$ cat src/rtl/pwm_pkg.sv
// Shared definitions for the PWM clock-divider family.
//   DIV_BYPASS_MAX : largest divisor treated as pass-through (0 and 1 bypass)
//   DEFAULT_WIDTH  : default divisor / counter width
//   div_out_t      : the three registered per-channel outputs
package pwm_pkg;

  localparam int DIV_BYPASS_MAX = 1;
  localparam int DEFAULT_WIDTH  = 16;

  typedef struct packed {
    logic div_clk;
    logic tick;
    logic bypass;
  } div_out_t;

endpackage

$ cat src/rtl/clk_div_chan.sv
// One divider channel: counter, shadow divisor and three output flops.
// Ports:
//   i_wb_clk, i_wb_rst_n : clock, async active-low reset
//   i_en                 : channel enable (level)
//   i_sync               : one-cycle restart pulse
//   i_divisor            : requested divisor (sampled only at period boundaries)
//   o_div_clk            : divided-clock level (low phase >= high phase)
//   o_tick               : high on the last cycle of each period
//   o_bypass             : high while the active divisor is 0 or 1
module clk_div_chan
  import pwm_pkg::*;
#(
  parameter int WIDTH = DEFAULT_WIDTH
) (
  input  logic             i_wb_clk,
  input  logic             i_wb_rst_n,
  input  logic             i_en,
  input  logic             i_sync,
  input  logic [WIDTH-1:0] i_divisor,
  output logic             o_div_clk,
  output logic             o_tick,
  output logic             o_bypass
);

  localparam logic [WIDTH-1:0] BYP_MAX = WIDTH'(DIV_BYPASS_MAX);
  localparam logic [WIDTH-1:0] ONE     = WIDTH'(1);

  logic [WIDTH-1:0] cnt, cnt_nxt;
  logic [WIDTH-1:0] d_act, d_nxt;
  logic             en_q;
  logic             load, end_per, byp_cur, byp_nxt;
  div_out_t         out_q, out_nxt;

  // ceil(d/2) without widening: (d>>1) never exceeds 2^(WIDTH-1)-1, so +1 fits
  function automatic logic [WIDTH-1:0] ceil_half(input logic [WIDTH-1:0] d);
    return (d >> 1) + {{(WIDTH-1){1'b0}}, d[0]};
  endfunction

  // Outputs are registered from the *next* counter/divisor state, so the
  // flops always describe the cycle index currently held in cnt.
  always_comb begin
    load    = i_sync | ~en_q;
    byp_cur = (d_act <= BYP_MAX);
    // d_act >= 2 whenever the compare matters, so d_act-1 cannot underflow
    end_per = byp_cur | (cnt == d_act - ONE);

    if (!i_en || load || end_per) begin
      // restart, period boundary, or idle: pick up the requested divisor
      cnt_nxt = '0;
      d_nxt   = i_divisor;
    end else begin
      cnt_nxt = cnt + ONE;
      d_nxt   = d_act;
    end

    byp_nxt         = (d_nxt <= BYP_MAX);
    out_nxt.bypass  = i_en & byp_nxt;
    out_nxt.tick    = i_en & (byp_nxt | (cnt_nxt == d_nxt - ONE));
    out_nxt.div_clk = i_en & ~byp_nxt & (cnt_nxt >= ceil_half(d_nxt));
  end

  always_ff @(posedge i_wb_clk or negedge i_wb_rst_n) begin
    if (!i_wb_rst_n) begin
      cnt   <= '0;
      d_act <= '0;
      en_q  <= 1'b0;
      out_q <= '0;
    end else begin
      cnt   <= cnt_nxt;
      d_act <= d_nxt;
      en_q  <= i_en;
      out_q <= out_nxt;
    end
  end

  assign o_div_clk = out_q.div_clk;
  assign o_tick    = out_q.tick;
  assign o_bypass  = out_q.bypass;

endmodule

$ cat src/rtl/multi_clk_div.sv
// Multi-channel clock divider. Every output is a flop on i_wb_clk; no
// derived clocks are produced.
// Ports:
//   i_wb_clk, i_wb_rst_n : clock, async active-low reset
//   i_en      [N_CH]        : per-channel enable
//   i_divisor [N_CH*WIDTH]  : channel c at [c*WIDTH +: WIDTH]
//   i_sync                  : restart all enabled channels at k=0
//   o_div_clk [N_CH]        : divided-clock levels
//   o_tick    [N_CH]        : end-of-period pulses
//   o_bypass  [N_CH]        : divisor 0/1 indication
module multi_clk_div
  import pwm_pkg::*;
#(
  parameter int N_CH  = 4,
  parameter int WIDTH = DEFAULT_WIDTH
) (
  input  logic                  i_wb_clk,
  input  logic                  i_wb_rst_n,
  input  logic [N_CH-1:0]       i_en,
  input  logic [N_CH*WIDTH-1:0] i_divisor,
  input  logic                  i_sync,
  output logic [N_CH-1:0]       o_div_clk,
  output logic [N_CH-1:0]       o_tick,
  output logic [N_CH-1:0]       o_bypass
);

  logic [N_CH-1:0][WIDTH-1:0] div_lane;

  assign div_lane = i_divisor;

  for (genvar c = 0; c < N_CH; c++) begin : g_ch
    clk_div_chan #(
      .WIDTH (WIDTH)
    ) u_chan (
      .i_wb_clk   (i_wb_clk),
      .i_wb_rst_n (i_wb_rst_n),
      .i_en       (i_en[c]),
      .i_sync     (i_sync),
      .i_divisor  (div_lane[c]),
      .o_div_clk  (o_div_clk[c]),
      .o_tick     (o_tick[c]),
      .o_bypass   (o_bypass[c])
    );
  end

endmodule

$ cat config.mk
export PLATFORM = sky130hd
export DESIGN_NAME = multi_clk_div
export DESIGN_NICKNAME = d
export VERILOG_FILES = /design/src/rtl/pwm_pkg.sv /design/src/rtl/clk_div_chan.sv /design/src/rtl/multi_clk_div.sv
export SDC_FILE = /design/constraint.sdc
export NUM_CORES = 1
export LEC_CHECK = 0
export BUFFER_PORTS_ARGS = -buffer_cell sky130_fd_sc_hd__buf_4
export CORE_AREA = 2 2 159 161
export CTS_CLUSTER_DIAMETER = 120
export DETAILED_ROUTE_END_ITERATION = 7
export DIE_AREA = 0 0 161 163
export PLACE_DENSITY = 0.76
export SYNTH_ARGS = -nofsm -noshare
export SYNTH_HDL_FRONTEND = slang
export SYNTH_SLANG_ARGS = --single-unit
$ cat constraint.sdc
create_clock -name i_wb_clk -period 8 [get_ports i_wb_clk]
set_input_delay 0.4 -clock i_wb_clk [delete_from_list [all_inputs] [get_ports i_wb_clk]]
set_output_delay 0.4 -clock i_wb_clk [all_outputs]
set_load 0.01 [all_outputs]
==> flow_summary.ini <==
[run_status]
outcome = finished, final reports clean

[power_and_ir_drop]
p_int_w = 0.001410
ir_drop_uv = 117.7
pwr-share-clk_pct = 39.8
seq_power_share_pct = 39.7
power_density_nw_per_um2 = 134.4
comb_power_share_pct = 20.6
sw_frac_of_total_pct = 31.31
power_switching_w = 0.0006426
p_leak_nw = 6.715

[timing]
slew_viol_final = 0
finalCritPeriodShare_pct = 74.59
max_freq_mhz = 167.6
fin_crit_ps = 5967
tightest_slew_ps = 1000
tns_ps = 0
hold_violations = 0
fin_hold_ws_ps = 99.71
finalSetupViolations = 0
rsz0062_at_grt = false
fin_skew_ps = 15.94
max_slew_margin_pct = 33.30

[clock_network]
cts_resized = 0
clockRootBuffer = clkbuf_16
path_clk_slew_ps = 70
numCtsBuffers = 17
holdBufCountCts = 0
cts_tree = yes
post_cts_buffers = 0
cts_max_level = 4
clk_latency_ps = 440
clock_sinks = 144
cts_max_path_buffers = 2

[logic_synthesis]
synth_nets = 1810
ys.flop_type = dfrtp_1
seq_area_frac_synth_pct = 25.63
synth_area_leader_cell = dfrtp_1
async_reset_ff_share_pct = 100.0
synth_edf_count = 0
synth.distinct_cells = 93
synth_commonest_cells = nor2_1 (159), dfrtp_1 (144), xnor2_1 (142), xor2_1 (126), nand2_1 (111)
synth_most_common_cell = nor2_1
synth_top_area_share_pct = 25.63
ys_seq_elements = 144
netlist_area_sq_um = 14060
yosys-top-cells-area = dfrtp_1 (26%), xnor2_1 (8.8%), ha_1 (8.2%), xor2_1 (7.8%), mux2i_1 (5.0%)
ys_warn_count = 0
synthCells = 1647
syn_area_per_cell_sq_um = 8.537

[worst_setup_path]
path_common_cell = ha_1
cp_max_fo = 43
crit_family = compound AO/OA/AOI/OAI gates
setup.worst_path.end_class = register
cp_slowest_cell = buf_4
start_kind = register
slowest_delay_ps = 580
critical_path_buf_inv_count = 2
path_class = reg -> reg
crit_chain = inv_1 > ha_1 > nor4b_4 > mux2_2 > o311a_1 > o22a_1 > nor4_2 > a31o_2 > buf_4 > mux2_4 > nand3_4 > or4_4 > nor2_1 > xnor2_1 > ha_1 > a21o_1 > a211oi_1 > o21a_1 > o21ai_0 > and3b_1
worstPathArrival_ps = 6290
required_ps = 8320

[floorplanning]
die_w_microns = 161
row_count = 58
start_util_pct = 56.99
fp.dieArea_sq_um = 26240
core_region_area_sq_um = 24670
die_y_microns = 163
ios = 83

[layout]
fillers = 2156
diodes = 0
nets = 1826
area_delta_synth_final_pct = 8.613
drive_above_1_share_pct = 11.87

[detailed_routing]
firstDrtPassIters = 6
ant_nets = 0
initialDrtViolationCount = 1192
routed-via-count = 12470
routedWlPerCell_microns = 19.43
route.detailed.drc = 0
finalWirelength_microns = 38970
vias_per_cell = 6.214

[grt]
globalRouteOverflowTotal = 0
antenna_found_initial = 1
grt_max_degree = 102
grt_pass1_wl_microns = 64070
grt_usage_pct = 30.43
grt_pass1_vias = 12260

[placed_design]
port_buffers = 82
dp_hpwl_microns = 29590
place.gp.congestion = 0.9930

[run]
cap_viol_max_count = 0

[worst_hold_path]
hold_path.class = in -> async
==> through the flow <==
| step | cell area, sq um | util, % | total power [W] | worst slack (ps) | instances |
|---|---|---|---|---|---|
| 5_1_grt | 15270 | 61.90 | 0.002142 | 1624 | 2006 |
| 4_1_cts | 15270 | 61.90 | 0.002055 | 2066 | 2006 |
| 2_1_floorplan | 14060 | - | 0.001101 | 2262 | 1647 |
| 3_5_place_dp | 14680 | 59.51 | 0.001239 | 2099 | 1974 |
| 3_3_place_gp | 14680 | 59.51 | 0.001230 | 2144 | 1974 |
| 6_report | 15270 | 61.90 | 0.002053 | 2033 | 2006 |
==> cell type report <==
class	instances	area, sq um	share of cell area, %
clock buffers	20	456.7	2.990
clock inverters	12	132.6	0.8684
inverters	77	289.0	1.893
multi-input cells	1333	9698	63.50
flip-flops and latches	144	3603	23.60
well taps	330	412.9	2.704
repair buffers	90	679.4	4.449
==> worst paths after layout <==
kind	start	endpoint	slack, ps	cells after the start
worst min-delay path	i_wb_rst_n	g_ch[1].u_chan.d_act[0]$_DFF_PN0_	100	1
worst max register to register	g_ch[3].u_chan.d_act[0]$_DFF_PN0_	g_ch[3].u_chan.o_div_clk$_DFF_PN0_	2030	20
worst max-delay path	g_ch[3].u_chan.d_act[0]$_DFF_PN0_	g_ch[3].u_chan.o_div_clk$_DFF_PN0_	2030	20
min in group i_wb_clk	i_en[0]	g_ch[0].u_chan.en_q$_DFF_PN0_	130	1
max in group asynchronous	i_wb_rst_n	g_ch[0].u_chan.cnt[9]$_DFF_PN0_	6690	2
worst min register to register	g_ch[0].u_chan.cnt[0]$_DFF_PN0_	g_ch[0].u_chan.cnt[0]$_DFF_PN0_	600	1
==> power by group through the flow <==
stage | Combinational, W | Sequential [W] | Clock [W]
after global routing | 0.000465 | 0.000818 | 0.000859
after CTS | 0.000418 | 0.000812 | 0.000825
after global placement | 0.000406 | 0.000824 | 0
final | 0.000422 | 0.000814 | 0.000816
after floorplan | 0.000317 | 0.000784 | 0
after detailed placement | 0.000414 | 0.000825 | 0
==> per-layer routing <==
| layer | global-route usage [%] | up-vias | wire length, microns |
|---|---|---|---|
| li1 | - | 5854 | - |
| met1 | 41.96 | 5952 | 17030 |
| met2 | 47.91 | 563 | 17680 |
| met3 | 5.602 | 96 | 3108 |
| met4 | 11.08 | 0 | 1158 |
| met5 | 0 | - | 0 |
==> cell usage in the layout, fill, tap and decap left out, types with 33 or more instances in the layout <==
cell type	instances
ha_1	92
nor2_1	159
inv_1	76
nand4_1	38
dfrtp_1	144
o21ai_0	37
and3_1	33
xnor2_1	142
nand3_1	73
nand2_1	111
buf_4	89
a21oi_1	38
mux2i_1	70
nor3_1	56
mux2_2	33
xor2_1	126
==> cells by family after synthesis <==
family	share of synthesized area (%)
DFF	25.63
xor gates and xnor gates	17.01
muxes	8.142
AOI/OAI and AO/OA	11.03
buffers and inverters	5.517
and+or+nand+nor	24.48
adders and majority gates	8.186
==> registers in the layout, indices dropped and copies added (netlist names) <==
| signal | cells |
|---|---|
| g_ch.u_chan.cnt | 64 |
| g_ch.u_chan.d_act | 64 |
| g_ch.u_chan.o_bypass | 4 |
| g_ch.u_chan.en_q | 4 |
| g_ch.u_chan.o_tick | 4 |
| g_ch.u_chan.o_div_clk | 4 |
Note: power is estimated with default switching activity, not from simulation.
